$ cat src/rtl/pipe_hazard_ctrl.sv
// Pipeline hazard controller: memory-wait freeze, branch flush and load-use stall,
// decoded combinationally from a RUN/MEM_WAIT/ERROR FSM, with a saturating stall counter.
module pipe_hazard_ctrl #(
  parameter int unsigned TIMEOUT = 64
) (
  input  logic        clk,
  input  logic        reset,
  input  logic [4:0]  IdRs,
  input  logic [4:0]  IdRt,
  input  logic        IdUsesRt,
  input  logic        ExMemRead,
  input  logic [4:0]  ExRegd,
  input  logic        BranchTaken,
  input  logic        MemReq,
  input  logic        MemReady,
  output logic        PcWrite,
  output logic        IfIdWrite,
  output logic        IdExWrite,
  output logic        ExMemWrite,
  output logic        IfIdFlush,
  output logic        IdExFlush,
  output logic        MemWbBubble,
  output logic        MemTimeout,
  output logic [15:0] StallCycles
);

  typedef enum logic [1:0] {
    RUN      = 2'd0,
    MEM_WAIT = 2'd1,
    ERROR    = 2'd2
  } state_t;

  localparam logic [7:0] TIMEOUT_CNT = 8'(TIMEOUT);

  state_t      state;
  state_t      state_next;
  logic [7:0]  wait_cnt;
  logic [7:0]  wait_next;
  logic [15:0] stall_cnt;
  logic        freeze;
  logic        load_use;

  assign load_use = ExMemRead && (ExRegd != 5'd0) &&
                    ((ExRegd == IdRs) || (IdUsesRt && (ExRegd == IdRt)));

  always_comb begin
    state_next = state;
    wait_next  = wait_cnt;
    freeze     = 1'b0;
    case (state)
      RUN: begin
        // A request that completes in the same cycle never leaves RUN.
        if (MemReq && !MemReady) begin
          freeze     = 1'b1;
          state_next = MEM_WAIT;
          wait_next  = 8'd1;
        end
      end
      MEM_WAIT: begin
        if (MemReady) begin
          state_next = RUN;
          wait_next  = 8'd0;
        end else begin
          freeze = 1'b1;
          if (wait_cnt == TIMEOUT_CNT) begin
            state_next = ERROR;
          end else begin
            wait_next = wait_cnt + 8'd1;
          end
        end
      end
      ERROR: begin
        freeze = 1'b1;
      end
      default: begin
        state_next = RUN;
        wait_next  = 8'd0;
      end
    endcase
    if (reset) begin
      freeze = 1'b1;
    end
  end

  always_comb begin
    PcWrite     = 1'b1;
    IfIdWrite   = 1'b1;
    IdExWrite   = 1'b1;
    ExMemWrite  = 1'b1;
    IfIdFlush   = 1'b0;
    IdExFlush   = 1'b0;
    MemWbBubble = 1'b0;
    if (freeze) begin
      PcWrite     = 1'b0;
      IfIdWrite   = 1'b0;
      IdExWrite   = 1'b0;
      ExMemWrite  = 1'b0;
      MemWbBubble = 1'b1;
    end else if (BranchTaken) begin
      IfIdFlush = 1'b1;
      IdExFlush = 1'b1;
    end else if (load_use) begin
      PcWrite   = 1'b0;
      IfIdWrite = 1'b0;
      IdExFlush = 1'b1;
    end
  end

  always_ff @(posedge clk) begin
    if (reset) begin
      state     <= RUN;
      wait_cnt  <= 8'd0;
      stall_cnt <= 16'd0;
    end else begin
      state    <= state_next;
      wait_cnt <= wait_next;
      if (!PcWrite && (stall_cnt != 16'hFFFF)) begin
        stall_cnt <= stall_cnt + 16'd1;
      end
    end
  end

  assign MemTimeout  = (state == ERROR);
  assign StallCycles = stall_cnt;

endmodule

$ cat config.mk
export PLATFORM = sky130hd
export DESIGN_NAME = pipe_hazard_ctrl
export DESIGN_NICKNAME = d
export VERILOG_FILES = /design/src/rtl/pipe_hazard_ctrl.sv
export SDC_FILE = /design/constraint.sdc
export NUM_CORES = 1
export LEC_CHECK = 0
export ABC_CLOCK_PERIOD_IN_PS = 2400
export CAP_MARGIN = 10
export CORE_ASPECT_RATIO = 0.5
export CORE_MARGIN = 2
export CORE_UTILIZATION = 42
export DETAILED_ROUTE_END_ITERATION = 12
export PLACE_DENSITY = 0.78
export SYNTH_ARGS = -nofsm -noshare
export SYNTH_HDL_FRONTEND = slang
export SYNTH_SLANG_ARGS = --single-unit
$ cat constraint.sdc
create_clock -name clk -period 2.4 [get_ports clk]
set_clock_uncertainty 0.2 [all_clocks]
set_input_delay 0.48 -clock clk [delete_from_list [all_inputs] [get_ports clk]]
set_output_delay 0.48 -clock clk [all_outputs]
set_load 0.01 [all_outputs]
* Yosys cells after proc, flatten, opt, wreduce, memory -nomap -nowiden *
Index checks and enable logic that the tools add are counted.

word-level totals
  register bits after elaboration = 26

operators by class
  $add $sub $neg = 2
  equality and inequality tests = 9
  mux-type cells = 22
  bitwise gates (word level) = 1
  reduce and logical (&&, ||, !) cells = 12

operator list
  operator                 number
  $mux W8                  3
  $pmux W8 S3              1
  $add A16 B1 Y16 const B  1
  $ne A16 B16 Y1 const B   1
  $mux W1                  13
  $eq A5 B5 Y1             2
  $add A8 B1 Y8 const B    1
  $eq A8 B7 Y1 const B     1
  $mux W2                  3
  $ne A3 B3 Y1 const B     2
  $pmux W2 S3              1
  $reduce_and A3 Y1        2
  $logic_and A1 B1 Y1      5
  $reduce_bool A5 Y1       1
  $pmux W1 S3              1
  $eq A2 B1 Y1 const B     1
  $eq A2 B2 Y1 const B     1
  $logic_not A1 Y1         2
  $logic_not A2 Y1         1
  $ne A2 B2 Y1 const B     1
  $logic_or A1 B1 Y1       1
  $not A1 Y1               1

* Longest topological paths before layout *
  depth in word-level cells = 9
  depth in mapped cells = 9
  mapped depth without buffers = 8

* Least setup slack after synthesis *
OpenSTA, ideal clock, no wires.

  kind = input -> output
  from = in ExRegd[1]
  to = out PcWrite
  arrival = 1.934 ns
  required time = 1.720 ns
  path slack = -0.214 ns
  stages = 6
  path buffers = 3
  cell sequence = or4_1 o21ai_1 o31a_1 buf_6 buf_2 buf_4

on the way
  cells in the longest elaborated chain, start to end = 7

ends and longest elaborated chain
  item                      line  text
  start: declaration        12    input logic [4:0] ExRegd,
  $eq A5 B5 Y1              44    ((ExRegd == IdRs) || (IdUsesRt && (ExRegd == IdRt)));
  $logic_and A1 B1 Y1       44
  $logic_or A1 B1 Y1        44
  $logic_and A1 B1 Y1 (*)   43    assign load_use = ExMemRead && (ExRegd != 5'd0) &&
  $mux W1 (*) (3 in a row)  --
  end: declaration          16    output logic PcWrite,

Mark *: on every way between the ends. The rest lies on a longest branch, timed or not.

* Worst setup path after layout *
  from = in IdRt[2]
  to = reg stall_cnt[4] (netlist: StallCycles[4])

on the way
  cells in the longest elaborated chain, start to end = 9

ends and longest elaborated chain
  item                    line  text
  start: declaration      9     input logic [4:0] IdRt,
  $eq A5 B5 Y1            44
  $logic_and A1 B1 Y1     44
  $logic_or A1 B1 Y1      44
  $logic_and A1 B1 Y1     43
  $mux W1                 102   end else if (load_use) begin
  $mux W1                 99    end else if (BranchTaken) begin
  $mux W1                 93    if (freeze) begin
  $logic_not A1 Y1        117   if (!PcWrite && (stall_cnt != 16'hFFFF)) begin
  $logic_and A1 B1 Y1     117
  end signal: assignment  118   stall_cnt <= stall_cnt + 16'd1;
  end: declaration        39    logic [15:0] stall_cnt;

No other way between the ends.
A chain may end at the register's enable or synchronous reset.

==> results.json <==
{
  "worst_slack_ns": -0.003822,
  "place_inst": 292,
  "multi_input_area_mm2": 0.001061,
  "max_freq_ghz": 0.4160,
  "dr.pass1.iters": 4,
  "die_h_um": 47.32,
  "cts_tree": "built",
  "finalHoldViolations": 0,
  "ys_warn_count": 0,
  "synth_seq_area_share_pct": 33.02,
  "period_share_pct": 100.2,
  "fillCellCount": 292,
  "rsz0062_at_grt": "yes",
  "place_area_mm2": 0.002158,
  "syn_inst": 191,
  "drc": 0,
  "tightest_slew_ns": 0.3344,
  "final_area_mm2": 0.002337,
  "arrival_ns": 2.41,
  "numCtsBuffers": 3,
  "max_slew_margin_pct": 77.40,
  "rows": 15,
  "period_minus_slack_ns": 2.404,
  "status": "finished with violations",
  "max_cap_viol_count": 0,
  "clk_pin_slew_ns": 0.10,
  "ant_nets": 0,
  "critPathKind": "input port to register",
  "htreeDepth": 1,
  "hold_path_class": "register to register",
  "grt_pass1_vias": 1573,
  "port_buffers": 45,
  "routed_wl_mm": 4.263,
  "die_x_um": 90.65,
  "violations": "setup timing",
  "dr.first_iter.drc_count": 87,
  "power_leakage_nw": 0.8907,
  "clk_latency_ns": 0.28,
  "hold_buffers": 0,
  "synth_edf_count": 0,
  "slew_violations": 0,
  "diodes": 0,
  "final_cells": 300,
  "ff2ff_setup_slack_ns": 0.15,
  "power_density_mw_per_mm2": 425.1,
  "worst_hold_slack_ns": 0.3024,
  "netlist_area_mm2": 0.001577,
  "ys_seq_elements": 26,
  "cp_data_required_time_ns": 2.40,
  "cp-end-kind": "register",
  "synthToLayoutAreaGrowth_pct": 48.25,
  "wl_per_cell_um": 14.21,
  "synth_nets": 216,
  "fin_setup_tns_ns": -0.003822,
  "gr-usage-all-layers_pct": 19.82,
  "cts_max_path_buffers": 2,
  "core_area_mm2": 0.003510,
  "place_congestion": 0.8304,
  "design.portCount": 46,
  "initial_core_util_pct": 44.92,
  "dp_hpwl_mm": 3.091,
  "grt_overflow": 0,
  "netlist.area_leader.share_pct": 33.02,
  "synthArstFlopShare_pct": 0,
  "ir_worst_vdd_mv": 0.2603,
  "seqCellArea_um2": 520.5,
  "utilization_pct": 66.60,
  "synth.most_common_cell": "dfxtp_1",
  "synth_common_cells": "dfxtp_1, nor2_1, a21oi_1, xor2_1, o21ai_0",
  "via_count": 1679,
  "pre_cts_ws_ns": -0.7466,
  "cts_root_buf": "clkbuf_8",
  "yosysTopAreaCell": "dfxtp_1",
  "dieArea_mm2": 0.004289,
  "crit_fanout": 13,
  "drive_above_1_share_pct": 24.10,
  "clock_sinks": 26,
  "grt_first_pass_wirelength_mm": 6.755,
  "setup_viol": 1,
  "synth_cell_type_count": 42,
  "critPathLaunchType": "input port",
  "synth_top_flop_cell": "dfxtp_1",
  "grt_max_degree": 28,
  "yosys-top-cells-area": "dfxtp_1, xor2_1, nor2_1",
  "nets": 275,
  "antenna_found_initial": 0,
  "routed_via_density": 5.597,
  "finalPower_mw": 0.9935,
  "syn_area_per_cell_um2": 8.254
}
per-layer routing:
| layer | vias to the layer above | share of wire [%] | global-route usage, % |
|---|---|---|---|
| li1 | 807 | - | - |
| met1 | 818 | 42 | 22.57 |
| met2 | 52 | 54 | 40.15 |
| met3 | 2 | 4.4 | 4.494 |
| met4 | 0 | 0.42 | 4.308 |
| met5 | - | 0 | 0 |
logic make-up after synthesis:
logic type	after synthesis	synth area share [%]
AND/OR/NAND/NOR	83	31.90
AO/OA/AOI/OAI	42	15.64
flip-flops	26	33.02
buffers and inverters	18	5.713
XOR/XNOR	14	7.778
multiplexers	5	3.571
adder cells (fa/ha/maj)	3	2.381
worst max-delay path: stages:
cell     delay (ns)
buf_6          0.10
xor2_2         0.17
nor4_2         0.29
a32oi_2        0.17
o31a_1         0.34
buf_12         0.18
or4_1          0.51
a21oi_1        0.17
sequential cells by signal, summed over array words and instances, names as in the netlist:
| signal | flops |
|---|---|
| StallCycles | 16 |
| wait_cnt | 8 |
| state | 2 |
what timing repair did:
| action | CTS | global route |
|---|---|---|
| setup buffers | 2 | 1 |
| gates cloned | 1 | 0 |
| gates resized for setup | 68 | 17 |
| pin swaps | 14 | 4 |
| setup endpoints to repair | 23 | 19 |
worst paths after layout:
| kind | cells past startpoint | startpoint | endpoint |
|---|---|---|---|
| min reg2reg | 2 | wait_cnt[7]$_SDFFE_PP0P_ | wait_cnt[7]$_SDFFE_PP0P_ |
| min | 2 | wait_cnt[7]$_SDFFE_PP0P_ | wait_cnt[7]$_SDFFE_PP0P_ |
| max | 8 | IdRt[2] | StallCycles[4]$_SDFFE_PP0P_ |
| max reg2reg | 6 | StallCycles[0]$_SDFFE_PP0P_ | StallCycles[4]$_SDFFE_PP0P_ |
placed cells by master (no fill, tap or decap), types with 3 or more instances in the layout:
| cell | instances |
|---|---|
| nand4_1 | 7 |
| buf_4 | 19 |
| dfxtp_1 | 26 |
| or4_1 | 6 |
| or3_1 | 4 |
| nor2_1 | 20 |
| and3_1 | 5 |
| o31ai_1 | 4 |
| nand3_1 | 9 |
| buf_6 | 4 |
| o21ai_0 | 10 |
| ha_1 | 3 |
| a21oi_1 | 13 |
| nor4_4 | 3 |
| nand2_1 | 8 |
| dlygate4sd2_1 | 14 |
| clkbuf_8 | 3 |
| buf_2 | 6 |
| inv_1 | 6 |
| xor2_1 | 11 |
| nor2b_1 | 4 |
| clkdlybuf4s50_1 | 20 |
power by group:
part	switching, mW	internal (mW)
Combinational	0.0852	0.0930
Clock	0.145	0.223
Sequential	0.00896	0.438
Total	0.239	0.754
cell type report:
class                   count  area share [%]
multi-input cells         147           45.40
repair buffers             66           25.59
flip-flops and latches     26           22.27
well taps                  51           2.730
clock buffers               3           1.767
clock inverters             1           1.285
inverters                   6          0.9636
No activity file was read; power rests on OpenSTA's default activity.
